==> src/rtl/program_loader.sv <==
// program_loader: boot-time controller that receives a program over a UART
// byte stream, writes big-endian 32-bit words into instruction memory at the
// current PC, then rewinds the PC and releases the core.
// Optional feature: define PROGRAM_LOADER_CHECKSUM_EN to require a trailing
// XOR checksum byte (CHECK state) before the core is released.
module program_loader #(
    parameter int INST_WIDTH     = 32,
    parameter int INST_MEM_WIDTH = 12
) (
    input  logic                    clk,
    input  logic                    reset,
    input  logic [7:0]              rx_data,
    input  logic                    rx_valid,
    input  logic                    reload,
    output logic [INST_WIDTH-1:0]   inst_in,
    output logic                    we,
    output logic                    reset_pc,
    output logic                    stall,
    output logic                    loading,
    output logic                    running,
    output logic                    error,
    output logic [INST_MEM_WIDTH:0] words_loaded
);
    localparam int                    CW        = INST_MEM_WIDTH + 1;
    localparam logic [INST_WIDTH-1:0] MAX_WORDS = INST_WIDTH'(1) << INST_MEM_WIDTH;
    localparam logic [CW-1:0]         ONE_W     = {{INST_MEM_WIDTH{1'b0}}, 1'b1};

    typedef enum logic [2:0] {
        ST_HEADER = 3'd0,
        ST_LOAD   = 3'd1,
        ST_START  = 3'd2,
        ST_RUN    = 3'd3,
`ifdef PROGRAM_LOADER_CHECKSUM_EN
        ST_ERROR  = 3'd4,
        ST_CHECK  = 3'd5
`else
        ST_ERROR  = 3'd4
`endif
    } state_t;

`ifdef PROGRAM_LOADER_CHECKSUM_EN
    // Running XOR fold of one byte into the checksum accumulator.
    function automatic logic [7:0] csum_fold(input logic [7:0] acc, input logic [7:0] b);
        return acc ^ b;
    endfunction
`endif

    state_t                  state_q, state_d;
    logic [1:0]              cnt_q, cnt_d, cnt_step_s;
    logic [23:0]             shift_q, shift_d;
    logic [CW-1:0]           n_q, n_d;
    logic [CW-1:0]           wl_q, wl_d;
    logic [INST_WIDTH-1:0]   inst_in_q, inst_in_d;
    logic                    we_q, we_d;
    logic                    reset_pc_q, reset_pc_d;
    logic                    stall_q, stall_d;
    logic                    loading_q, loading_d;
    logic                    running_q, running_d;
    logic                    error_q, error_d;
    logic [INST_WIDTH-1:0]   word_s;
    logic                    byte_take_s;
    logic                    word_done_s;
    logic                    reload_take_s;
`ifdef PROGRAM_LOADER_CHECKSUM_EN
    logic [7:0]              csum_q, csum_d;
    logic                    pend_q, pend_d;
    logic                    match_q, match_d;
`endif

    // Next-state logic, byte assembly and staging of every registered output.
    always_comb begin
        state_d       = state_q;
        shift_d       = shift_q;
        n_d           = n_q;
        wl_d          = wl_q;
        inst_in_d     = inst_in_q;
        we_d          = 1'b0;
        reload_take_s = 1'b0;
        cnt_step_s    = cnt_q;
        word_s        = {shift_q, rx_data};
`ifdef PROGRAM_LOADER_CHECKSUM_EN
        csum_d        = csum_q;
        pend_d        = pend_q;
        match_d       = match_q;
`endif
        // Bytes are only assembled while a header or an unfinished body is expected.
        if (rx_valid && (state_q == ST_HEADER)) begin
            byte_take_s = 1'b1;
        end else if (rx_valid && (state_q == ST_LOAD) && (wl_q != n_q)) begin
            byte_take_s = 1'b1;
        end else begin
            byte_take_s = 1'b0;
        end
        word_done_s = byte_take_s && (cnt_q == 2'd3);

        if (byte_take_s) begin
            cnt_step_s = cnt_q + 2'd1;
            shift_d    = {shift_q[15:0], rx_data};
`ifdef PROGRAM_LOADER_CHECKSUM_EN
            csum_d     = csum_fold(csum_q, rx_data);
`endif
        end else begin
            cnt_step_s = cnt_q;
        end

        case (state_q)
            ST_HEADER: begin
                if (word_done_s) begin
                    n_d = word_s[CW-1:0];
                    if (word_s == {INST_WIDTH{1'b0}}) begin
`ifdef PROGRAM_LOADER_CHECKSUM_EN
                        state_d = ST_CHECK;
`else
                        state_d = ST_START;
`endif
                    end else if (word_s > MAX_WORDS) begin
                        state_d = ST_ERROR;
                    end else begin
                        state_d = ST_LOAD;
                    end
                end else begin
                    state_d = ST_HEADER;
                end
            end
            ST_LOAD: begin
                if (wl_q == n_q) begin
                    // Cycle after the last write: the PC has advanced past the program.
                    state_d = ST_START;
                end else if (word_done_s) begin
                    inst_in_d = word_s;
                    we_d      = 1'b1;
                    wl_d      = wl_q + ONE_W;
`ifdef PROGRAM_LOADER_CHECKSUM_EN
                    // Enter CHECK during the last write so a back-to-back checksum byte is caught.
                    if ((wl_q + ONE_W) == n_q) begin
                        state_d = ST_CHECK;
                    end else begin
                        state_d = ST_LOAD;
                    end
`endif
                end else begin
                    state_d = ST_LOAD;
                end
            end
`ifdef PROGRAM_LOADER_CHECKSUM_EN
            ST_CHECK: begin
                if (pend_q) begin
                    pend_d  = 1'b0;
                    state_d = match_q ? ST_START : ST_ERROR;
                end else if (rx_valid) begin
                    pend_d  = 1'b1;
                    match_d = (rx_data == csum_q);
                end else begin
                    state_d = ST_CHECK;
                end
            end
`endif
            ST_START: begin
                state_d = ST_RUN;
            end
            ST_RUN, ST_ERROR: begin
                if (reload) begin
                    reload_take_s = 1'b1;
                    state_d       = ST_HEADER;
                    wl_d          = {CW{1'b0}};
`ifdef PROGRAM_LOADER_CHECKSUM_EN
                    csum_d        = 8'h00;
                    pend_d        = 1'b0;
`endif
                end else begin
                    state_d = state_q;
                end
            end
            default: begin
                state_d = ST_HEADER;
            end
        endcase

        // The byte counter restarts on every state entry.
        cnt_d      = (state_d != state_q) ? 2'd0 : cnt_step_s;
        stall_d    = ~((state_d == ST_RUN) | we_d);
        reset_pc_d = (state_d == ST_START) | reload_take_s;
        loading_d  = (state_d == ST_HEADER) | (state_d == ST_LOAD);
`ifdef PROGRAM_LOADER_CHECKSUM_EN
        loading_d  = loading_d | (state_d == ST_CHECK);
`endif
        running_d  = (state_d == ST_RUN);
        error_d    = (state_d == ST_ERROR);
    end

    // State and output registers with synchronous reset.
    always_ff @(posedge clk) begin
        if (reset) begin
            state_q    <= ST_HEADER;
            cnt_q      <= 2'd0;
            shift_q    <= 24'd0;
            n_q        <= {CW{1'b0}};
            wl_q       <= {CW{1'b0}};
            inst_in_q  <= {INST_WIDTH{1'b0}};
            we_q       <= 1'b0;
            reset_pc_q <= 1'b1;
            stall_q    <= 1'b1;
            loading_q  <= 1'b1;
            running_q  <= 1'b0;
            error_q    <= 1'b0;
`ifdef PROGRAM_LOADER_CHECKSUM_EN
            csum_q     <= 8'h00;
            pend_q     <= 1'b0;
            match_q    <= 1'b0;
`endif
        end else begin
            state_q    <= state_d;
            cnt_q      <= cnt_d;
            shift_q    <= shift_d;
            n_q        <= n_d;
            wl_q       <= wl_d;
            inst_in_q  <= inst_in_d;
            we_q       <= we_d;
            reset_pc_q <= reset_pc_d;
            stall_q    <= stall_d;
            loading_q  <= loading_d;
            running_q  <= running_d;
            error_q    <= error_d;
`ifdef PROGRAM_LOADER_CHECKSUM_EN
            csum_q     <= csum_d;
            pend_q     <= pend_d;
            match_q    <= match_d;
`endif
        end
    end

    assign inst_in      = inst_in_q;
    assign we           = we_q;
    assign reset_pc     = reset_pc_q;
    assign stall        = stall_q;
    assign loading      = loading_q;
    assign running      = running_q;
    assign error        = error_q;
    assign words_loaded = wl_q;

endmodule

==> config.mk <==
export PLATFORM = sky130hd
export DESIGN_NAME = program_loader
export DESIGN_NICKNAME = d
export VERILOG_FILES = /design/src/rtl/program_loader.sv
export SDC_FILE = /design/constraint.sdc
export NUM_CORES = 1
export LEC_CHECK = 0
export CAP_MARGIN = 20
export CELL_PAD_IN_SITES_DETAIL_PLACEMENT = 1
export CELL_PAD_IN_SITES_GLOBAL_PLACEMENT = 1
export CORE_MARGIN = 2
export CORE_UTILIZATION = 35
export CTS_BUF_LIST = sky130_fd_sc_hd__clkbuf_4 sky130_fd_sc_hd__clkbuf_8 sky130_fd_sc_hd__clkbuf_16
export DETAILED_ROUTE_END_ITERATION = 8
export GPL_TIMING_DRIVEN = 0
export PLACE_DENSITY_LB_ADDON = 0.15
export SYNTH_ARGS = -nofsm -noshare
export SYNTH_HDL_FRONTEND = slang
export SYNTH_SLANG_ARGS = --single-unit
==> constraint.sdc <==
create_clock -name clk -period 2.1 [get_ports clk]
set_clock_uncertainty 0.2 [all_clocks]
set_input_delay 0.42 -clock clk [delete_from_list [all_inputs] [get_ports clk]]
set_output_delay 0.42 -clock clk [all_outputs]
set_load 0.05 [all_outputs]
==> results of run 1 <==
[per-stage QoR]
step | std cells | setup WS (ns)
after floorplan | 444 | -0.0525
after CTS | 670 | -0.0949
after global placement | 642 | -1.18
after global routing | 683 | -0.217
final | 683 | -0.0850
after detailed placement | 642 | -1.22
[where the power goes]
group          switching, mW  leakage [nW]  internal (mW)
Sequential            0.0311         0.765           1.77
Clock                  0.651         0.131          0.832
Combinational          0.173          1.34          0.125
[path summary, 6_finish.rpt]
kind                 from                to  slack (ns)
hold reg to reg    n_q[1]            n_q[1]        0.28
hold / removal     n_q[1]            n_q[1]        0.28
setup / recovery  n_q[12]  words_loaded[12]       -0.09
setup reg to reg  n_q[12]  words_loaded[12]       -0.09
[repair_timing]
item                                    4_1_cts  5_1_grt
pin swaps                                    12       14
resized for setup                           105       69
gates cloned                                  0        3
setup buffers                                12       12
endpoints found under the setup margin      139       87
[area by class of cell]
cell class                 count  area, µm²  area share
multi-input combinational    316       2000       0.374
sequential                    93       1920       0.359
timing repair buffer          89        779       0.146
buffer                        28        206      0.0386
clock buffer                  12        181      0.0339
tap                          136        170      0.0318
clock inverter                 4       73.8      0.0138
inverter                       5       18.8     0.00351
[synthesized netlist by cell type, types with 2 or more instances]
cell | n | share of area
nand2_1 | 70 | 0.070
nor3_1 | 9 | 0.012
o31ai_1 | 3 | 0.0060
inv_1 | 5 | 0.0050
or4_1 | 3 | 0.0060
buf_4 | 2 | 0.0040
o21ai_0 | 36 | 0.048
nor2_1 | 44 | 0.044
xnor2_1 | 9 | 0.021
nand2b_1 | 2 | 0.0033
nor4_1 | 18 | 0.030
ha_1 | 2 | 0.0066
dfxtp_1 | 93 | 0.49
xor2_1 | 14 | 0.032
buf_2 | 3 | 0.0040
a21oi_1 | 54 | 0.072
mux2i_1 | 26 | 0.069
a211oi_1 | 2 | 0.0040
nand4_1 | 3 | 0.0050
nand3_1 | 7 | 0.0093
clkbuf_1 | 24 | 0.024
[kinds of logic after synthesis]
kind of cell             after synthesis  synth area share
buffers and inverters                 35            0.0398
multiplexers                          26            0.0689
flip-flops                            93             0.493
AO/OA/AOI/OAI                        102             0.144
XOR/XNOR                              23            0.0533
adder cells (fa/ha/maj)                2           0.00663
AND/OR/NAND/NOR                      163             0.195
[worst max-delay path, delay by kind of cell, from the launching register on]
family                 cells  cell delay [ns]
XOR/XNOR                   1             0.24
AO/OA/AOI/OAI              2             0.40
flip-flops                 1             0.37
AND/OR/NAND/NOR            3             0.76
buffers and inverters      1             0.13
[flip-flops by register name (all words and copies together), names as in the netlist, 2 cells and up]
name / cells
words_loaded: 13
state_q: 3
cnt_q: 2
shift_q: 24
inst_in: 32
n_q: 13
[layer usage]
| layer | track usage | share of wire | up-vias |
|---|---|---|---|
| met5 | 0 | 0 | - |
| met1 | 0.261 | 0.46 | 1767 |
| li1 | - | - | 1727 |
| met3 | 0.0278 | 0.028 | 22 |
| met2 | 0.353 | 0.49 | 67 |
| met4 | 0.0696 | 0.019 | 0 |
==> results.yml, run 1 <==
run_status:
  status: "complete, but fails checks"
  violations: "setup timing"
clock_tree:
  clk_latency_ns: 0.36
  clock_path_buffers: 2
  cts_max_level: 3
  clk_pin_slew_ns: 0.09
  hold_buffers: 0
  clkSinkCount: 93
  cts_root_buf: "clkbuf_8"
  cts_buffers: 9
  cts_tree: "done"
layout:
  layout_commonest_cell: "dfxtp_1"
  final_core_util: 0.513
  nets: 556
  finalInstanceArea_mm2: 0.00535
  drive_above_1_share: 0.218
  layout_common_cells: "74 x dfxtp_1, 65 x nand2_1, 59 x dlygate4sd2_1"
  area_growth_pct: 41.6
  fillers: 1248
  antenna_cells: 0
sta:
  rsz0062_at_grt: "yes"
  finalSetupTns_ns: -2.70
  whs_ns: 0.278
  hold_viol_final: 0
  worstMarginPinSlew_ns: 0.685
  period_share: 1.04
  relSlewSlack: 0.543
  setup_ws_ns: -0.0850
  maxSlewViolCount: 0
  setup_violations: 48
  fin_crit_ns: 2.19
  maxClockFrequency_mhz: 458
synth:
  ys_ff_latch: 93
  syn_nets: 458
  synth-edff-count: 0
  synth.distinct_cells: 36
  synth_ff_type: "dfxtp_1"
  synth-seq-area-share: 0.493
  yosys_warnings: 0
  synth_cells: 444
  synth-async-reset-ratio: 0
  avgSynthCellArea_um2: 8.50
  synthesis.area_mm2: 0.00378
placement:
  placed_area_mm2: 0.00463
  dpl.hpwl_um: 7960
  io_buffers: 62
  place_congestion: 0.839
min_path:
  hold_path.class: "reg2reg"
  hold_depth: 2
floorplan:
  start_util: 0.363
  die_w_um: 108
  row_count: 37
  fp.dieH_um: 108
  dieArea_mm2: 0.0116
  core_mm2: 0.0104
  io_pins: 63
routing:
  antenna_left: 0
  avgViaCountPerCell: 5.25
  wl_per_cell_um: 17.4
  drt-initial-drc-count: 106
  vias: 3583
  drc: 0
  detail_route.first_pass.iterations: 5
  routed_wl_um: 11900
setup_path:
  crit_fanout: 7
  path_class: "reg2reg"
  cp-start-kind: "flop"
  ff2ff_path_depth: 7
  slowest_delay_ns: 0.51
  cp.required_ns: 2.19
  end_kind: "flop"
  cp_data_arrival_time_ns: 2.28
  cp_slowest_cell: "or4_1"
  crit_chain: "xor2_1, nor2_1, and4_4, buf_8, o21a_2, or4_1, a21oi_1"
global_routing:
  grt_pass1_vias: 3605
  grt_pass1_wl_um: 18300
  grt_max_degree: 16
  antenna_found_initial: 0
  grt.overflow.total: 0
  grtUsageTotal: 0.204
pwr:
  power.density_mw_per_mm2: 670
  fin_total_pwr_mw: 3.58
  static-leakage-power_nw: 2.23
  ir_worst_vdd_mv: 0.263
job:
  maxCapViolCount: 0
Note: power is estimated with default switching activity, not from simulation.
==> inputs of run 2 (changes only) <==
Settings changed: CORE_ASPECT_RATIO set to 0.75.
==> run 2 against run 1 <==
Compared with the run above:
- the run still ends with setup timing left
- sequential power hardly changed
- flip-flop and latch count stayed put
- worst setup slack worse by 0.10 ns
- final area is 6.5% higher
- core utilization is 3.4 points higher
- register-to-register slack worse by 0.10 ns
- sequential share of layout area is 2.2 points lower
- maximum frequency is 4.4% lower
- highest routed layer unchanged
- hold slack worse by 0.040 ns
- global-route usage is 0.85 points higher
- die area hardly changed
==> results.yml, run 2 (synthesized netlist as in run 1, its figures left out) <==
run_status:
  status: "complete, but fails checks"
  violations: "setup timing"
setup_path:
  ff2ff_path_depth: 8
  crit_path_frequent_cell: "buf_4"
  end_kind: "flop"
  crit_buf_inv: 2
  cp-endpoint: "cnt_q[1]"
  cp_data_arrival_time_ns: 2.31
  path_class: "reg2reg"
  cp.required_ns: 2.12
  crit_fanout: 2
  r2r-start: "n_q[5]"
  reg2reg_to: "cnt_q[1]"
  regToRegSetupSlack_ns: -0.19
  cp-start-kind: "flop"
  slowest_delay_ns: 0.33
  cp_top_family: "simple AND/OR/NAND/NOR gates"
  cp_num_cells: 8
  critPathLaunch: "n_q[5]"
  crit_chain: "xor2_2, nor4_4, buf_4, buf_4, nand4_1, a22oi_2, mux2i_2, nor4_1"
  cp_slowest_cell: "dfxtp_2"
sta:
  period_share: 1.09
  rsz0062_at_grt: "yes"
  fin_crit_ns: 2.29
  maxClockFrequency_mhz: 438
  hold_viol_final: 0
  whs_ns: 0.238
  relSlewSlack: 0.543
  worstMarginPinSlew_ns: 0.685
  maxSlewViolCount: 0
  setup_ws_ns: -0.185
  setup_violations: 59
layout:
  antenna_cells: 0
  final_core_util: 0.547
  drive_above_1_share: 0.260
  layout_commonest_cell: "dfxtp_1"
  area_growth_pct: 50.8
  finalNonFillerCells: 689
  nets: 562
  largest_register_ffs: 32
  layout_common_cells: "75 x dfxtp_1, 57 x nand2_1, 46 x a21oi_1"
clock_tree:
  clock_path_buffers: 2
  clk_latency_ns: 0.34
  cts_root_buf: "clkbuf_16"
  clkSinkCount: 93
  cts_max_level: 3
  clk_pin_slew_ns: 0.07
  cts_buffers: 9
  cts_tree: "done"
  hold_buffers: 0
routing:
  avgViaCountPerCell: 5.25
  drc: 0
  vias: 3620
  drt-initial-drc-count: 186
  detail_route.first_pass.iterations: 4
  routed_wl_um: 12700
  wl_per_cell_um: 18.5
  antenna_left: 0
floorplan:
  fp.dieH_um: 94.0
  dieArea_mm2: 0.0116
  row_count: 32
  start_util: 0.363
  core_mm2: 0.0104
  io_pins: 63
  die_w_um: 124
global_routing:
  grt.overflow.total: 0
  grt_pass1_vias: 3539
  grt_pass1_wl_um: 18800
  grt_max_degree: 16
  grtUsageTotal: 0.213
  antenna_found_initial: 0
min_path:
  hold_path.class: "in2reg"
pwr:
  static-leakage-power_nw: 2.42
  power.density_mw_per_mm2: 662
  ir_worst_vdd_mv: 0.411
placement:
  place_congestion: 0.771
  dpl.hpwl_um: 8130
  io_buffers: 62
  dp_cells: 642
job:
  maxCapViolCount: 0
## run 2: cell types whose count changed in the layout (fill, tap and decap cells not counted), moves of 7 or more
cell            delta
clkbuf_16          +9
nand2_1            -8
nand2_2            +8
dlymetal6s2s_1    +12
dlygate4sd2_1     -15
clkbuf_8           -7
## run 2: worst min path at each step
stage	startpoint	to	cells past startpoint
after floorplan	shift_q[21]	inst_in[29]	2
after global placement	n_q[1]	n_q[1]	2
after detailed placement	n_q[10]	n_q[10]	2
after CTS	n_q[10]	n_q[10]	2
after global routing	rx_data[3]	inst_in[3]	3
final	rx_data[3]	inst_in[3]	3
## run 2: per-stage QoR
stage	power (mW)	cell area [µm²]	setup TNS [ns]	worst slack [ns]
3_5_place_dp	2.08	4630	-58.84	-1.20
5_1_grt	3.90	5690	-11.55	-0.263
3_3_place_gp	2.08	4630	-56.05	-1.14
4_1_cts	3.76	5210	-5.05	-0.147
6_report	3.77	5690	-4.10	-0.185
2_1_floorplan	1.98	3830	-1.21	-0.0525
## run 2: per-layer routing
metal,wire [µm],vias up,GRT usage,share of wire
met5,0,-,0,0
met1,6060,1809,0.296,0.48
met2,6040,67,0.332,0.47
li1,-,1737,-,-
met3,523,7,0.0595,0.041
met4,106,0,0.0393,0.0083
## run 2: power breakdown
group          switching [mW]  total [mW]  leakage [nW]  internal, mW
clock                   0.699        1.63         0.140         0.934
combinational           0.183       0.326          1.51         0.143
sequential             0.0363        1.81         0.765          1.77
## run 2: area by class of cell
type / instances / area (µm²)
clock buffers: 10 / 233
fillers: 1210 / 4720
inverters: 5 / 18.8
well taps: 136 / 170
plain buffers: 28 / 203
repair buffers: 94 / 941
clock inverters: 6 / 62.6
flip-flops and latches: 93 / 1920
multi-input cells: 317 / 2150
## run 2: worst reg2reg max path, delay by kind of cell, from the launching register on
family          cells  cell delay, ns
flops               1            0.33
xor+xnor            1            0.19
simple gates        3            0.57
mux                 1            0.33
buf+inv             2            0.26
compound gates      1            0.29
## run 2: what timing repair did
item / CTS / global route
resized for setup: 94 / 93
endpoints found under the hold margin: 0 / 0
cloned: 3 / 3
setup buffers: 15 / 13
pin swaps: 15 / 27
endpoints found under the setup margin: 125 / 97
==> inputs of run 3 (changes only) <==
Settings changed: ABC_AREA set to 1, CORE_UTILIZATION 35 to 41, GPL_TIMING_DRIVEN 0 to unset.
Clock period 2.1 ns to 2.91 ns, I/O delays scaled along.
==> run 3 against run 2 <==
Compared with the run above:
- final cell count grew 11%
- register-to-register slack improved by 0.66 ns
- synthesized cell count grew 29%
- largest cell class is now registers
- hold slack improved by 0.038 ns
- synthesized area up 6.2%
- global-route usage rose by 2.7 points
- non-clock buffer count is 47 lower
- critical path type is now reg2out
- count of clock-buffer cells in the layout is 1 higher
- wire length down 2.9%
- die area is 9.0% lower
- core utilization fell by 1.8 points
- the run now ends clean
==> results.yml, run 3 <==
placement:
  placed_area_mm2: 0.00475
  io_buffers: 62
  dpl.hpwl_um: 8830
  place_congestion: 0.900
setup_path:
  slowest_delay_ns: 0.89
  critPathLaunch: "words_loaded[5]"
  cp.required_ns: 2.13
  cp_top_family: "buffers and inverters"
  cp-start-kind: "flop"
  r2r-start: "words_loaded[9]"
  end_kind: "output pin"
  cp_data_arrival_time_ns: 1.77
  path_class: "reg2out"
  crit_buf_inv: 1
  crit_fanout: 6
  crit_chain: "clkdlybuf4s50_1"
  cp_slowest_cell: "clkdlybuf4s50_1"
pwr:
  power.density_mw_per_mm2: 548
  ir_worst_vdd_mv: 0.318
  static-leakage-power_nw: 1.91
routing:
  detail_route.first_pass.iterations: 4
  drt-initial-drc-count: 288
  routed_wl_um: 12400
  drc: 0
  avgViaCountPerCell: 5.11
  antenna_left: 0
  vias: 3904
  wl_per_cell_um: 16.2
layout:
  layout_common_cells: "114 x nor2_1, 110 x nand2_1, 93 x dfxtp_1"
  nets: 641
  area_growth_pct: 26.3
  layout_commonest_cell: "nor2_1"
  antenna_cells: 0
  fillers: 1256
  drive_above_1_share: 0.0617
  regArea_mm2: 0.00186
  largest_register_ffs: 32
  multi_input_area_mm2: 0.00183
  finalInstanceArea_mm2: 0.00506
sta:
  finalSetupTns_ns: 0
  fin_crit_ns: 2.55
  setup_violations: 0
  relSlewSlack: 0.658
  hold_viol_final: 0
  period_share: 0.876
  worstMarginPinSlew_ns: 0.511
  maxClockFrequency_mhz: 392
  maxSlewViolCount: 0
  rsz0062_at_grt: "no"
synth:
  avgSynthCellArea_um2: 7.02
  synth_most_common_cell: "nor2_1"
  ys_ff_latch: 93
  synth_cells: 571
  synth.distinct_cells: 25
  synth-seq-area-share: 0.464
  synth-edff-count: 0
  synth_common_cells: "114 x nor2_1, 110 x nand2_1, 93 x dfxtp_1, 56 x a21oi_1, 45 x nand3_1"
  synth_ff_type: "dfxtp_1"
  syn_nets: 585
  synth_top_area_share: 0.464
  synth-async-reset-ratio: 0
  yosys_warnings: 0
  ys_top_cells_by_area: "dfxtp_1 46%, nor2_1 11%, nand2_1 10%"
  synth_area_leader_cell: "dfxtp_1"
  synthesis.area_mm2: 0.00401
clock_tree:
  clkSinkCount: 93
  clk_pin_slew_ns: 0.06
  post_cts_buffers: 0
  cts_max_level: 3
  cts_root_buf: "clkbuf_16"
  cts_tree: "done"
  hold_buffers: 0
  clock_path_buffers: 2
  clk_latency_ns: 0.34
  cts_buffers: 9
  cts_resized: 0
global_routing:
  grt.overflow.total: 0
  grt_max_degree: 48
  grtUsageTotal: 0.240
  grt_pass1_wl_um: 20000
  grt_pass1_vias: 3886
  antenna_found_initial: 0
floorplan:
  row_count: 31
  io_pins: 63
  fp.dieH_um: 89.7
  start_util: 0.419
  die_w_um: 118
  core_mm2: 0.00958
  dieArea_mm2: 0.0106
run_status:
  status: "finished, final reports clean"
min_path:
  hp-start: "n_q[9]"
  hold_path.class: "reg2reg"
job:
  maxCapViolCount: 0
[run 3: cells by family (layout without fill, tap and decap cells)]
| group | count (synthesis) | count (layout) | share of synthesized area |
|---|---|---|---|
| AO/OA/AOI/OAI | 105 | 105 | 0.133 |
| XOR/XNOR | 13 | 13 | 0.0284 |
| adder cells (fa/ha/maj) | 2 | 2 | 0.00624 |
| buffers and inverters | 74 | 135 | 0.0792 |
| flip-flops | 93 | 93 | 0.464 |
| AND/OR/NAND/NOR | 284 | 284 | 0.289 |
[run 3: metal layers]
| layer | vias to the layer above | track usage | share of wire |
|---|---|---|---|
| met5 | - | 0 | 0 |
| met4 | 0 | 0.0515 | 0.0058 |
| met3 | 7 | 0.0511 | 0.058 |
| met2 | 108 | 0.387 | 0.45 |
| met1 | 1850 | 0.336 | 0.49 |
| li1 | 1939 | - | - |
[run 3: layout make-up]
cell class | count | share of cell area
clock buffer | 11 | 0.0499
clock inverter | 5 | 0.0116
inverter | 44 | 0.0326
multi-input combinational | 404 | 0.361
sequential | 93 | 0.368
tap | 132 | 0.0326
timing repair buffer | 75 | 0.144
[run 3: report_power, final]
| group | total [mW] | internal (mW) | leakage (nW) | switching, mW |
|---|---|---|---|---|
| clock network | 1.21 | 0.712 | 0.148 | 0.495 |
| logic | 0.230 | 0.0792 | 1.01 | 0.151 |
| registers | 1.34 | 1.30 | 0.752 | 0.0323 |
| total | 2.77 | 2.10 | 1.91 | 0.678 |
[run 3: worst paths after layout]
check                    endpoint  slack (ns)  cells after the start
setup / recovery  words_loaded[5]        0.36                      1
hold / removal             n_q[9]        0.28                      2
setup reg to reg      inst_in[14]        0.47                     13
hold reg to reg            n_q[9]        0.28                      2
[run 3: through the flow]
stage	power [mW]	worst slack, ns	std cells	hold slack, ns	utilization
4_1_cts	2.80	0.373	764	0.280	0.529
6_report	2.77	0.361	764	0.276	0.529
5_1_grt	2.89	0.213	764	0.304	0.529
3_5_place_dp	1.59	0.263	748	0.269	0.496
2_1_floorplan	1.51	0.678	571	0.244	-
3_3_place_gp	1.58	0.335	748	0.259	0.496
